## src/rtl/round_ctrl.sv

```systemverilog
// Round sequencer for the memory game: latches a pattern, shows it, collects the guess, scores it.
// All outputs registered; step_en/ans are single-cycle pulses toward the level chooser.
module round_ctrl #(
    parameter int SHOW_TICKS  = 8,
    parameter int INPUT_TICKS = 200,
    parameter int RES_TICKS   = 4
) (
    input  logic        clk,
    input  logic        reset,
    input  logic        tick,
    input  logic        disp,
    input  logic [1:0]  level,
    input  logic [15:0] pattern_in,
    input  logic        btn_valid,
    input  logic [3:0]  btn_idx,
    input  logic        submit,
    output logic        step_en,
    output logic        ans,
    output logic [1:0]  life,
    output logic [15:0] led,
    output logic        ok,
    output logic        err,
    output logic        game_over,
    output logic [3:0]  rounds
);

    typedef enum logic [2:0] {
        S_IDLE, S_SHOW, S_INPUT, S_CHECK, S_RESULT, S_OVER
    } state_t;

    localparam logic [7:0] SHOW_1X = 8'(SHOW_TICKS);
    localparam logic [7:0] SHOW_2X = 8'(2 * SHOW_TICKS);
    localparam logic [7:0] SHOW_3X = 8'(3 * SHOW_TICKS);
    localparam logic [7:0] SHOW_4X = 8'(4 * SHOW_TICKS);
    localparam logic [7:0] IN_LEN  = 8'(INPUT_TICKS);
    localparam logic [7:0] RES_LEN = 8'(RES_TICKS);

    state_t      state_q, state_d;
    logic [15:0] pat_q, pat_d;
    logic [15:0] guess_q, guess_d;
    logic [7:0]  cnt_q, cnt_d;
    logic [7:0]  show_len_q, show_len_d;
    logic [1:0]  life_q, life_d;
    logic [3:0]  rounds_q, rounds_d;
    logic [15:0] led_q, led_d;
    logic        step_en_q, step_en_d;
    logic        ans_q, ans_d;
    logic        ok_q, ok_d;
    logic        err_q, err_d;
    logic        game_over_q, game_over_d;

    logic [7:0]  cnt_inc;
    logic [15:0] guess_tog;

    assign cnt_inc   = cnt_q + 8'd1;
    assign guess_tog = guess_q ^ (btn_valid ? (16'h0001 << btn_idx) : 16'h0000);

    always_comb begin
        state_d     = state_q;
        pat_d       = pat_q;
        guess_d     = guess_q;
        cnt_d       = cnt_q;
        show_len_d  = show_len_q;
        life_d      = life_q;
        rounds_d    = rounds_q;
        led_d       = led_q;
        step_en_d   = 1'b0;
        ans_d       = 1'b0;
        ok_d        = ok_q;
        err_d       = err_q;
        game_over_d = game_over_q;

        case (state_q)
            S_IDLE: begin
                led_d = 16'h0000;
                if (disp && life_q != 2'd0) begin
                    pat_d     = pattern_in;
                    guess_d   = 16'h0000;
                    cnt_d     = 8'd0;
                    led_d     = pattern_in;
                    step_en_d = 1'b1;
                    state_d   = S_SHOW;
                    case (level)
                        2'b01:   show_len_d = SHOW_3X;
                        2'b10:   show_len_d = SHOW_2X;
                        2'b11:   show_len_d = SHOW_1X;
                        default: show_len_d = SHOW_4X;
                    endcase
                end
            end
            S_SHOW: begin
                led_d = pat_q;
                if (tick) begin
                    if (cnt_inc == show_len_q) begin
                        cnt_d   = 8'd0;
                        led_d   = guess_q;
                        state_d = S_INPUT;
                    end else begin
                        cnt_d = cnt_inc;
                    end
                end
            end
            S_INPUT: begin
                // Toggle lands before the submit so a same-cycle press is scored.
                guess_d = guess_tog;
                led_d   = guess_tog;
                if (tick) cnt_d = cnt_inc;
                if (submit || (tick && cnt_inc == IN_LEN)) begin
                    state_d = S_CHECK;
                end
            end
            S_CHECK: begin
                cnt_d = 8'd0;
                if (guess_q == pat_q) begin
                    if (rounds_q != 4'hF) rounds_d = rounds_q + 4'd1;
                    ok_d      = 1'b1;
                    led_d     = 16'hFFFF;
                    step_en_d = 1'b1;
                    ans_d     = 1'b1;
                    state_d   = S_RESULT;
                end else if (life_q > 2'd1) begin
                    life_d  = life_q - 2'd1;
                    err_d   = 1'b1;
                    led_d   = 16'h0000;
                    state_d = S_RESULT;
                end else begin
                    life_d      = 2'd0;
                    led_d       = 16'h0000;
                    game_over_d = 1'b1;
                    state_d     = S_OVER;
                end
            end
            S_RESULT: begin
                if (tick) begin
                    if (cnt_inc == RES_LEN) begin
                        cnt_d = 8'd0;
                        ok_d  = 1'b0;
                        err_d = 1'b0;
                        if (ok_q) begin
                            led_d   = 16'h0000;
                            state_d = S_IDLE;
                        end else begin
                            // Replay the same pattern without advancing the chooser.
                            guess_d = 16'h0000;
                            led_d   = pat_q;
                            state_d = S_SHOW;
                        end
                    end else begin
                        cnt_d = cnt_inc;
                    end
                end
            end
            S_OVER: begin
                led_d       = 16'h0000;
                life_d      = 2'd0;
                game_over_d = 1'b1;
            end
            default: state_d = S_IDLE;
        endcase
    end

    always_ff @(posedge clk) begin
        if (reset) begin
            state_q     <= S_IDLE;
            pat_q       <= 16'h0000;
            guess_q     <= 16'h0000;
            cnt_q       <= 8'd0;
            show_len_q  <= 8'd0;
            life_q      <= 2'd3;
            rounds_q    <= 4'd0;
            led_q       <= 16'h0000;
            step_en_q   <= 1'b0;
            ans_q       <= 1'b0;
            ok_q        <= 1'b0;
            err_q       <= 1'b0;
            game_over_q <= 1'b0;
        end else begin
            state_q     <= state_d;
            pat_q       <= pat_d;
            guess_q     <= guess_d;
            cnt_q       <= cnt_d;
            show_len_q  <= show_len_d;
            life_q      <= life_d;
            rounds_q    <= rounds_d;
            led_q       <= led_d;
            step_en_q   <= step_en_d;
            ans_q       <= ans_d;
            ok_q        <= ok_d;
            err_q       <= err_d;
            game_over_q <= game_over_d;
        end
    end

    assign step_en   = step_en_q;
    assign ans       = ans_q;
    assign life      = life_q;
    assign led       = led_q;
    assign ok        = ok_q;
    assign err       = err_q;
    assign game_over = game_over_q;
    assign rounds    = rounds_q;

endmodule

```

## config.mk

```make
export PLATFORM = sky130hd
export DESIGN_NAME = round_ctrl
export DESIGN_NICKNAME = d
export VERILOG_FILES = /design/src/rtl/round_ctrl.sv
export SDC_FILE = /design/constraint.sdc
export NUM_CORES = 1
export LEC_CHECK = 0
export CORE_ASPECT_RATIO = 0.5
export CORE_MARGIN = 10
export CORE_UTILIZATION = 56
export DETAILED_ROUTE_END_ITERATION = 8
export GPL_TIMING_DRIVEN = 0
export PLACE_DENSITY_LB_ADDON = 0.1
export SETUP_SLACK_MARGIN = 0.15
export SKIP_LAST_GASP = 1
export SYNTH_ARGS = -nofsm -noshare
export SYNTH_HDL_FRONTEND = slang
export SYNTH_SLANG_ARGS = --single-unit
```

## constraint.sdc

```tcl
create_clock -name clk -period 3.9 [get_ports clk]
set_clock_uncertainty 0.15 [all_clocks]
set_input_delay 0.78 -clock clk [delete_from_list [all_inputs] [get_ports clk]]
set_output_delay 0.78 -clock clk [all_outputs]
set_load 0.03 [all_outputs]
```

==> impl_results.md <==
- Yosys reg bits: 73
- Final ANT Viol Nets: 0
- Hold-fix buffers, CTS: 0
- Post-synth top area cell: dfxtp_1
- WS Path Type: reg -> reg
- CP Data Required Time: 3.97 ns
- DRC Markers: 0
- EDFF count, synth: 0
- Layout cells sized above 1: 0.09453
- Syn Nets: 568
- Maximum VDD drop: 245.5 µV
- Clock root buffer: clkbuf_16
- Post-CTS setup buffers: 0
- Area Overhead vs Synth: 23.38%
- Post-synth top cells: dfxtp_1, nand2_1, a21oi_1
- Synth area leaders: dfxtp_1, a21oi_1, nand2_1, xnor2_1, nor2_1
- Area of the core: 0.007295 mm²
- H-tree Lvls: 3
- Worst-path clk slew: 0.06 ns
- Ports: 55
- Fmax: 290.4 MHz
- Tot Pwr: 2.101 mW
- Max-Cap Viols: 0
- RSZ-0062 raised after global routing: false
- Full die area: 0.01157 mm²
- Vias in the first global route: 4,011
- Die width: 142.4 µm
- Fin crit share: 0.8829
- # fillers: 592
- Synth Area per Inst: 7.859 µm²
- Die Y: 81.21 µm
- Power Dens Cells: 405.7 mW/mm²
- TritonCTS clock tree: yes
- Resized Gates After CTS: 0
- Synth Instances: 534
- Final Max Slew Viols: 0
- # nets final: 632
- Post-layout min period: 3.443 ns
- Initial antenna violation count: 0
- Clk Latency, worst-skew pair: 0.34 ns
- Placer Congestion: 0.9338
- Worst-margin pin slew: 1.300 ns
- Starting density of the core: 0.5753
- Total GRT Usage: 0.2154
- Cell Area, Synth: 0.004197 mm²
- FP Rows: 22
- Critical path peak fanout: 10
- Crit path DAT: 3.51 ns
- Hold Crit Class: reg -> reg
- Layout Utilization: 0.7098
- Outcome: finished, final reports clean
- CP Capture Type: flip-flop
- Port bufs: 53
- Cts bufs inserted: 9
- DR iter-0 viols: 368
- Post-synth top flop: dfxtp_1
- Clk sinks: 73
- Max clock buf depth: 2
- Register area share after synthesis: 0.3482
- N_diodes: 0
- Largest net degree at the start of global routing: 13
- Slew HR: 0.1265
- Overflow after GRT: 0
- Yosys warning count: 0
- Yosys top cell area share: 0.3482
- Post-synth ARST share: 0
- WL/cell: 17.79 µm
- Area of the multi-input gates: 0.002515 mm²
- Leakage: 1.921 nW
- Final Routed Wirelength: 12,440 µm
- Setup_tns: 0 ns
- Fin. Hold Viols: 0
- Vias per Instance: 6.126
- Vias: 4,282
- Drt first pass iters: 5
- DP HPWL: 9005 µm
- Yosys cell types: 57
- Setup violators final: 0
- Seq. cell area: 0.001461 mm²
- First-pass GRT wire length: 19,990 µm
- CP Launch Type: flip-flop
## metrics by stage
stage | instances | hold slack [ns] | area, µm² | setup slack [ns]
final | 699 | 0.3372 | 5177 | 0.4568
after floorplan | 534 | 0.2981 | 4197 | 1.096
after global routing | 699 | 0.3549 | 5177 | 0.2816
after global placement | 683 | 0.3190 | 4847 | 0.3936
after detailed placement | 683 | 0.3286 | 4847 | 0.3634
after CTS | 699 | 0.3364 | 5177 | 0.4963
## flip-flops by register name, indices dropped and copies added, names as in the netlist, 2 cells and up
signal      cells
guess_q        16
led            16
pat_q          16
cnt_q           8
rounds          4
show_len_q      3
state_q         3
life            2
## logic make-up after synthesis
kind of cell / after synthesis / synth area share
mux: 18 / 0.04770
flops: 73 / 0.3482
buf+inv: 39 / 0.05247
simple gates: 219 / 0.2543
fa+ha+maj: 6 / 0.01789
compound gates: 153 / 0.2251
xor+xnor: 26 / 0.05426
## final timing paths
kind	from	to	slack, ns	cells past startpoint
worst max register to register	cnt_q[0]$_SDFFE_PP0P_	led[5]$_SDFFE_PP0P_	0.46	8
worst min register to register	show_len_q[4]$_SDFFE_PP0P_	show_len_q[4]$_SDFFE_PP0P_	0.34	2
worst min-delay path	show_len_q[4]$_SDFFE_PP0P_	show_len_q[4]$_SDFFE_PP0P_	0.34	2
worst max-delay path	cnt_q[0]$_SDFFE_PP0P_	led[5]$_SDFFE_PP0P_	0.46	8
## power by group
part	switching (mW)	internal (mW)	leakage, nW
combinational	0.230	0.149	1.17
sequential	0.0346	0.783	0.594
clock	0.312	0.592	0.162
## placed cells by master (no fill, tap or decap), types with 3 or more instances in the layout
| cell type | synthesis | routed |
|---|---|---|
| nand2_1 | 73 | 73 |
| dfxtp_1 | 73 | 73 |
| a21oi_1 | 70 | 70 |
| clkdlybuf4s50_1 | 0 | 53 |
| nor2_1 | 52 | 52 |
| o21ai_0 | 28 | 28 |
| nor3_1 | 24 | 24 |
| xnor2_1 | 23 | 23 |
| clkbuf_1 | 20 | 20 |
| or3_1 | 18 | 18 |
| a221oi_1 | 17 | 17 |
| mux2_2 | 16 | 16 |
| a211oi_1 | 16 | 16 |
| inv_1 | 9 | 9 |
| clkbuf_16 | 0 | 9 |
| nand3_1 | 8 | 8 |
| clkbuf_8 | 5 | 7 |
| nand4_1 | 7 | 7 |
| nand3b_1 | 6 | 6 |
| ha_1 | 6 | 6 |
| a31oi_1 | 5 | 5 |
| and3_2 | 4 | 4 |
| and2_1 | 3 | 3 |
| xor2_1 | 3 | 3 |
| nand2b_1 | 3 | 3 |
## metal layers
| metal | track usage | wire, µm | up-vias | part of all wire |
|---|---|---|---|---|
| met3 | 0.06403 | 1176 | 36 | 0.095 |
| met4 | 0.08635 | 299 | 0 | 0.024 |
| met5 | 0 | 0 | - | 0 |
| li1 | - | - | 2057 | - |
| met1 | 0.2651 | 5303 | 1992 | 0.43 |
| met2 | 0.3511 | 5657 | 197 | 0.45 |
## cell type report
cell class,count,area share
Multi-Input combinational cell,422,0.4857
Sequential cell,73,0.2823
Timing Repair Buffer,53,0.1025
Clock buffer,11,0.04882
Buffer,30,0.03601
Tap cell,96,0.02320
Clock inverter,5,0.01498
Inverter,9,0.006525
## worst max-delay path, cell delays in order (launching register included)
cell and delay, ns:
dfxtp_1 0.49, ha_1 0.33, and4_4 0.29, nand4_1 0.12, and3_4 0.21, nor4_2 0.90, mux2_2 0.42, a211oi_1 0.31
nor3_1 0.09
Note: power is estimated with default switching activity, not from simulation.
